===== src/rtl/sprite_blitter.sv =====
// Sprite blitter: walks a sprite stored in an external synchronous ROM and
// streams one pixel per cycle to the VGA adapter write port. Supports a
// transparent colour key, horizontal mirroring, erase fill and screen clipping.
//
// state   | meaning
// S_IDLE  | waiting for start, inputs latched on acceptance
// S_FETCH | one ROM address per cycle, ox fastest, oy slowest
// S_DRAIN | ROM and output stages emptying (ROM_LAT+1 cycles)
// S_DONE  | one-cycle done pulse, then back to idle
module sprite_blitter #(
  parameter int SPR_W     = 28,
  parameter int SPR_H     = 20,
  parameter int X_W       = 9,
  parameter int Y_W       = 8,
  parameter int COL_W     = 3,
  parameter int ADDR_W    = 10,
  parameter int ROM_LAT   = 1,
  parameter int SCR_W     = 320,
  parameter int SCR_H     = 240,
  parameter int TRANS_COL = 0
) (
  input  logic              clk_i,
  input  logic              reset_i,
  input  logic              start_i,
  input  logic [X_W-1:0]    x_base_i,
  input  logic [Y_W-1:0]    y_base_i,
  input  logic [1:0]        mode_i,
  input  logic [COL_W-1:0]  erase_col_i,
  output logic [ADDR_W-1:0] rom_addr_o,
  input  logic [COL_W-1:0]  rom_q_i,
  output logic              busy_o,
  output logic              done_o,
  output logic              plot_o,
  output logic [X_W-1:0]    plot_x_o,
  output logic [Y_W-1:0]    plot_y_o,
  output logic [COL_W-1:0]  plot_col_o
);

  localparam int OX_W = (SPR_W > 1) ? $clog2(SPR_W) : 1;
  localparam int OY_W = (SPR_H > 1) ? $clog2(SPR_H) : 1;
  localparam int DR_W = $clog2(ROM_LAT + 1);

  localparam logic [OX_W-1:0]   OX_LAST  = OX_W'(SPR_W - 1);
  localparam logic [OY_W-1:0]   OY_LAST  = OY_W'(SPR_H - 1);
  localparam logic [ADDR_W-1:0] ROW_STEP = ADDR_W'(SPR_W);
  localparam logic [ADDR_W-1:0] COL_LAST = ADDR_W'(SPR_W - 1);
  localparam logic [DR_W-1:0]   DR_INIT  = DR_W'(ROM_LAT);
  localparam logic [X_W:0]      SCR_W_L  = (X_W + 1)'(SCR_W);
  localparam logic [Y_W:0]      SCR_H_L  = (Y_W + 1)'(SCR_H);
  localparam logic [COL_W-1:0]  TRANS_L  = COL_W'(TRANS_COL);

  typedef enum logic [1:0] {S_IDLE, S_FETCH, S_DRAIN, S_DONE} state_t;

  state_t            state_q;
  logic [OX_W-1:0]   ox_q;
  logic [OY_W-1:0]   oy_q;
  logic [ADDR_W-1:0] row_q;     // oy*SPR_W kept incrementally, avoids a multiplier
  logic [DR_W-1:0]   drain_q;
  logic [X_W-1:0]    xb_q;
  logic [Y_W-1:0]    yb_q;
  logic              mirror_q;
  logic              erase_q;
  logic [COL_W-1:0]  ecol_q;
  logic              busy_q;
  logic              done_q;

  logic [OX_W-1:0]    ox_pipe_q [ROM_LAT];
  logic [OY_W-1:0]    oy_pipe_q [ROM_LAT];
  logic [ROM_LAT-1:0] vld_pipe_q;

  logic              plot_q;
  logic [X_W-1:0]    px_q;
  logic [Y_W-1:0]    py_q;
  logic [COL_W-1:0]  col_q;

  logic [ADDR_W-1:0] ox_ext;
  logic [ADDR_W-1:0] addr_d;
  logic [X_W:0]      px_d;
  logic [Y_W:0]      py_d;
  logic              vis_d;
  logic [COL_W-1:0]  col_d;

  assign ox_ext = ADDR_W'(ox_q);

  // ROM address from the walk counters; parked at zero outside the fetch phase
  always_comb begin
    addr_d = '0;
    if (state_q == S_FETCH) begin
      addr_d = mirror_q ? (row_q + (COL_LAST - ox_ext)) : (row_q + ox_ext);
    end
  end

  assign rom_addr_o = addr_d;

  // Screen position and visibility of the pixel whose ROM data is arriving now
  always_comb begin
    px_d  = (X_W + 1)'(xb_q) + (X_W + 1)'(ox_pipe_q[ROM_LAT-1]);
    py_d  = (Y_W + 1)'(yb_q) + (Y_W + 1)'(oy_pipe_q[ROM_LAT-1]);
    vis_d = vld_pipe_q[ROM_LAT-1] && (px_d < SCR_W_L) && (py_d < SCR_H_L) &&
            (erase_q || (rom_q_i != TRANS_L));
    col_d = erase_q ? ecol_q : rom_q_i;
  end

  // Control FSM: accepts start, walks the sprite, drains, pulses done
  always_ff @(posedge clk_i or posedge reset_i) begin
    if (reset_i) begin
      state_q  <= S_IDLE;
      ox_q     <= '0;
      oy_q     <= '0;
      row_q    <= '0;
      drain_q  <= '0;
      xb_q     <= '0;
      yb_q     <= '0;
      mirror_q <= 1'b0;
      erase_q  <= 1'b0;
      ecol_q   <= '0;
      busy_q   <= 1'b0;
      done_q   <= 1'b0;
    end else begin
      case (state_q)
        S_IDLE: begin
          if (start_i) begin
            state_q  <= S_FETCH;
            ox_q     <= '0;
            oy_q     <= '0;
            row_q    <= '0;
            xb_q     <= x_base_i;
            yb_q     <= y_base_i;
            mirror_q <= (mode_i == 2'b01);
            erase_q  <= mode_i[1];
            ecol_q   <= erase_col_i;
            busy_q   <= 1'b1;
          end
        end
        S_FETCH: begin
          if (ox_q == OX_LAST) begin
            ox_q <= '0;
            if (oy_q == OY_LAST) begin
              state_q <= S_DRAIN;
              drain_q <= DR_INIT;
            end else begin
              oy_q  <= oy_q + 1'b1;
              row_q <= row_q + ROW_STEP;
            end
          end else begin
            ox_q <= ox_q + 1'b1;
          end
        end
        S_DRAIN: begin
          if (drain_q == '0) begin
            state_q <= S_DONE;
            done_q  <= 1'b1;
          end else begin
            drain_q <= drain_q - 1'b1;
          end
        end
        default: begin
          state_q <= S_IDLE;
          done_q  <= 1'b0;
          busy_q  <= 1'b0;
        end
      endcase
    end
  end

  // Delay the pixel coordinates and valid flag to line up with rom_q
  always_ff @(posedge clk_i or posedge reset_i) begin
    if (reset_i) begin
      vld_pipe_q <= '0;
      for (int i = 0; i < ROM_LAT; i++) begin
        ox_pipe_q[i] <= '0;
        oy_pipe_q[i] <= '0;
      end
    end else begin
      vld_pipe_q[0] <= (state_q == S_FETCH);
      ox_pipe_q[0]  <= ox_q;
      oy_pipe_q[0]  <= oy_q;
      for (int i = 1; i < ROM_LAT; i++) begin
        vld_pipe_q[i] <= vld_pipe_q[i-1];
        ox_pipe_q[i]  <= ox_pipe_q[i-1];
        oy_pipe_q[i]  <= oy_pipe_q[i-1];
      end
    end
  end

  // Registered plot port; coordinates and colour hold while no pixel is written
  always_ff @(posedge clk_i or posedge reset_i) begin
    if (reset_i) begin
      plot_q <= 1'b0;
      px_q   <= '0;
      py_q   <= '0;
      col_q  <= '0;
    end else begin
      plot_q <= vis_d;
      if (vis_d) begin
        px_q  <= px_d[X_W-1:0];
        py_q  <= py_d[Y_W-1:0];
        col_q <= col_d;
      end
    end
  end

  assign busy_o     = busy_q;
  assign done_o     = done_q;
  assign plot_o     = plot_q;
  assign plot_x_o   = px_q;
  assign plot_y_o   = py_q;
  assign plot_col_o = col_q;

endmodule


===== config.mk =====
export PLATFORM = sky130hd
export DESIGN_NAME = sprite_blitter
export DESIGN_NICKNAME = d
export VERILOG_FILES = /design/src/rtl/sprite_blitter.sv
export SDC_FILE = /design/constraint.sdc
export NUM_CORES = 1
export LEC_CHECK = 0
export CAP_MARGIN = 10
export CORE_MARGIN = 3
export CORE_UTILIZATION = 49
export CTS_CLUSTER_DIAMETER = 150
export DETAILED_ROUTE_END_ITERATION = 8
export PLACE_DENSITY = 0.72
export SYNTH_ARGS = -nofsm -noshare
export SYNTH_HDL_FRONTEND = slang
export SYNTH_SLANG_ARGS = --single-unit

===== constraint.sdc =====
create_clock -name clk_i -period 2.9 [get_ports clk_i]
set_input_delay 0.29 -clock clk_i [delete_from_list [all_inputs] [get_ports clk_i]]
set_output_delay 0.29 -clock clk_i [all_outputs]
set_load 0.05 [all_outputs]

==> metrics.txt <==
r2r setup slk=40 ps; Final Hold Fails=0; CP max FO=5; die height=98.4 microns; maximum vdd drop=176 uV; routability cong.=0.843; Initial DRC Count=89; Worst-Margin Slew=803 ps; Final min period=3200 ps; failing checks=negative setup slack; R2R Path Start=yb_q[2]; outcome=finished with violations; max_cap viols=0; Post-layout nets=519; CP Launch Point=ox_q[3]; Peak Freq=313 MHz; later-pin clock latency in the skew report=340 ps; post-route non-filler standard cell count=572; detailed placement HPWL=6.26 mm; r2r worst-path depth=9; Vias/cell=5.39; hold crit path type=input port to asynchronous set/reset pin; DRT Pass-1 Iters=4; post-synthesis sequential area ratio=46.1%; CP arrival=2910 ps; Post-synth EDFFs=0; RSZ-0062 raised after global routing=true; WL/cell=15.8 microns; Area growth syn-to-layout=33.7%; initial antenna violation count=0; skew final=9.19 ps; WHS=341 ps; ys async rst share=100%; Main synth FF type=dfrtp_1; WS Path Type=register to primary output; crit path capture=rom_addr_o[9]; CP required=2610 ps; Total GRT Usage=19.8%; H-tree depth=3; CTS buffer count=9; Synth warnings=0; Core Region=0.00826 sq mm; placed cells=540; IO Pins=61; CTS tree=done; post-synth top area cell=dfrtp_1; Synth area leaders=dfrtp_1 46%, ha_1 8.1%, mux2_2 7.0%; synthesized net count=425; largest net degree at the start of global routing=78; maximum clock insertion buffer count=2; Inserted Diodes=0; headroom to the max-slew limit=46.0%; number of global-route vias before repair=3225; CTS root buf=clkbuf_8; Cell Pwr Density=366 mW/mm^2; Syn Inst Count=368; Post-route DRC=0; final setup margin=-296 ps; syn_area_per_cell=11.4 sq um; Rows=33; Yosys top cell area share=46.1%; clk slew on worst S/H paths=80 ps; IO buf count=60; CTS Hold Buffers Added=0; count of pins over their slew limit=0; drt total wl=9.03 mm; die span in x=98.4 microns; ANT nets after route=0; unique cell type count in the Yosys netlist=56; Sinks on Clock Net=77; startpoint type of the worst setup path=register; GR Overflow Total=0; first-pass GRT wire length=15.6 mm; fraction of layout cells with a size suffix above 1=27.6%; synthesized cell area=0.00418 sq mm; # setup viols final=3; CP Capture Type=primary output; final period utilization=110%; die area=0.00968 sq mm; Lkg Pwr=2.66 nW; total number of vias=3085; Initial Utilization=50.6%; Yosys reg bits=77; end of the worst register-to-register path=plot_x_o[0]
-- cells in the mapped netlist, types with 2 or more instances --
library cell / instances
dfrtp_1: 77
nor2_1: 31
ha_1: 27
mux2_2: 26
nand2_1: 24
xnor2_1: 18
mux2_4: 17
inv_1: 15
o21ai_0: 15
a21oi_1: 14
xor2_1: 10
clkbuf_1: 7
nand3_1: 7
a21o_1: 6
nand2b_1: 6
nand4_1: 5
a211oi_1: 4
mux2i_1: 4
or3_1: 4
nor3_1: 3
o21a_1: 3
o21bai_1: 3
a22o_1: 2
and2_1: 2
and4_1: 2
buf_6: 2
fa_1: 2
nor2b_1: 2
nor3b_1: 2
o22a_1: 2
-- final cells by class --
class	instances	area, sq um
clock buffers	13	169
clock inverters	3	42.5
fillers	639	2670
inverters	15	56.3
multi-input cells	265	2320
flip-flops and latches	77	1930
well taps	105	131
repair buffers	94	941
-- per-layer routing --
layer	routed length [microns]	track usage (%)	share of wire (%)
met1	4200	27.2	46
met2	4380	32.1	48
met3	341	3.07	3.8
met4	114	6.41	1.3
met5	0	0	0
-- cell usage in the layout (no fill, tap or decap), types with 4 or more instances in the layout --
cell type,netlist,final
clkdlybuf4s50_1,0,51
buf_12,0,7
xnor2_1,18,18
nand3_1,7,7
dfrtp_1,77,76
nand4_1,5,5
a211oi_1,4,4
mux2_2,26,25
buf_6,2,4
a21oi_1,14,10
ha_4,0,4
xor2_1,10,10
a21o_1,6,6
nor2_1,31,30
buf_4,1,30
clkbuf_8,0,12
or3_1,4,4
o21ai_0,15,15
ha_1,27,21
mux2_4,17,19
nand2_1,24,23
inv_1,15,13
nand2b_1,6,4
-- cells by family after synthesis --
family | Yosys count | synth area share, %
AND/OR/NAND/NOR | 94 | 10.9
flip-flops | 77 | 46.1
AO/OA/AOI/OAI | 66 | 11.0
multiplexers | 48 | 14.3
adder cells (fa/ha/maj) | 29 | 9.04
XOR/XNOR | 28 | 5.86
buffers and inverters | 26 | 2.78
-- timing repair --
| item | 4_1_cts | 5_1_grt |
|---|---|---|
| setup endpoints to repair | 21 | 23 |
| pin swaps | 5 | 6 |
| cloned | 2 | 0 |
| buffers inserted | 10 | 4 |
| gates resized for setup | 11 | 12 |
-- power by group --
part           switching (mW)  internal [mW]  total (mW)
Combinational          0.0603         0.0630       0.123
Sequential            0.00305           1.08        1.08
Clock                   0.377          0.468       0.844
-- critical path: stages, from the launching register on --
cell and delay [ps]:
dfrtp_2 460, ha_4 240, mux2_4 270, ha_4 270, a21o_1 130, a21oi_2 80, o21bai_4 190, a2111oi_4 100
or4_4 530, a21oi_4 150, buf_12 150
-- state kept, by name (all words and copies together), names as in the netlist, 5 cells and up --
register / cells
xb_q: 9
plot_x_o: 9
oy_q: 5
row_q: 8
oy_pipe_q: 5
ox_pipe_q: 5
yb_q: 8
plot_y_o: 8
ox_q: 5
-- per-stage QoR --
step | power (mW) | worst slack, ps | area, sq um | setup TNS [ps] | util (%)
2_1_floorplan | 1.16 | -24.9 | 4260 | -24.9 | -
3_3_place_gp | 1.22 | 11.4 | 5140 | 0 | 62.3
3_5_place_dp | 1.22 | -39.9 | 5140 | -274 | 62.3
4_1_cts | 2.07 | -317 | 5480 | -815 | 66.3
5_1_grt | 2.13 | -424 | 5590 | -1800 | 67.7
6_report | 2.05 | -296 | 5590 | -749 | 67.7
-- worst min-delay path by stage --
stage | from | endpoint | slack, ps | depth (start not counted)
floorplan | oy_q[4] | oy_pipe_q[4] | 390 | 0
CTS | reset_i | row_q[7] | 370 | 3
detailed placement | oy_q[4] | oy_pipe_q[4] | 430 | 0
global route | reset_i | yb_q[1] | 400 | 3
finish | reset_i | yb_q[0] | 340 | 3
global placement | oy_q[4] | oy_pipe_q[4] | 410 | 0
(Power assumes the default switching activity.)
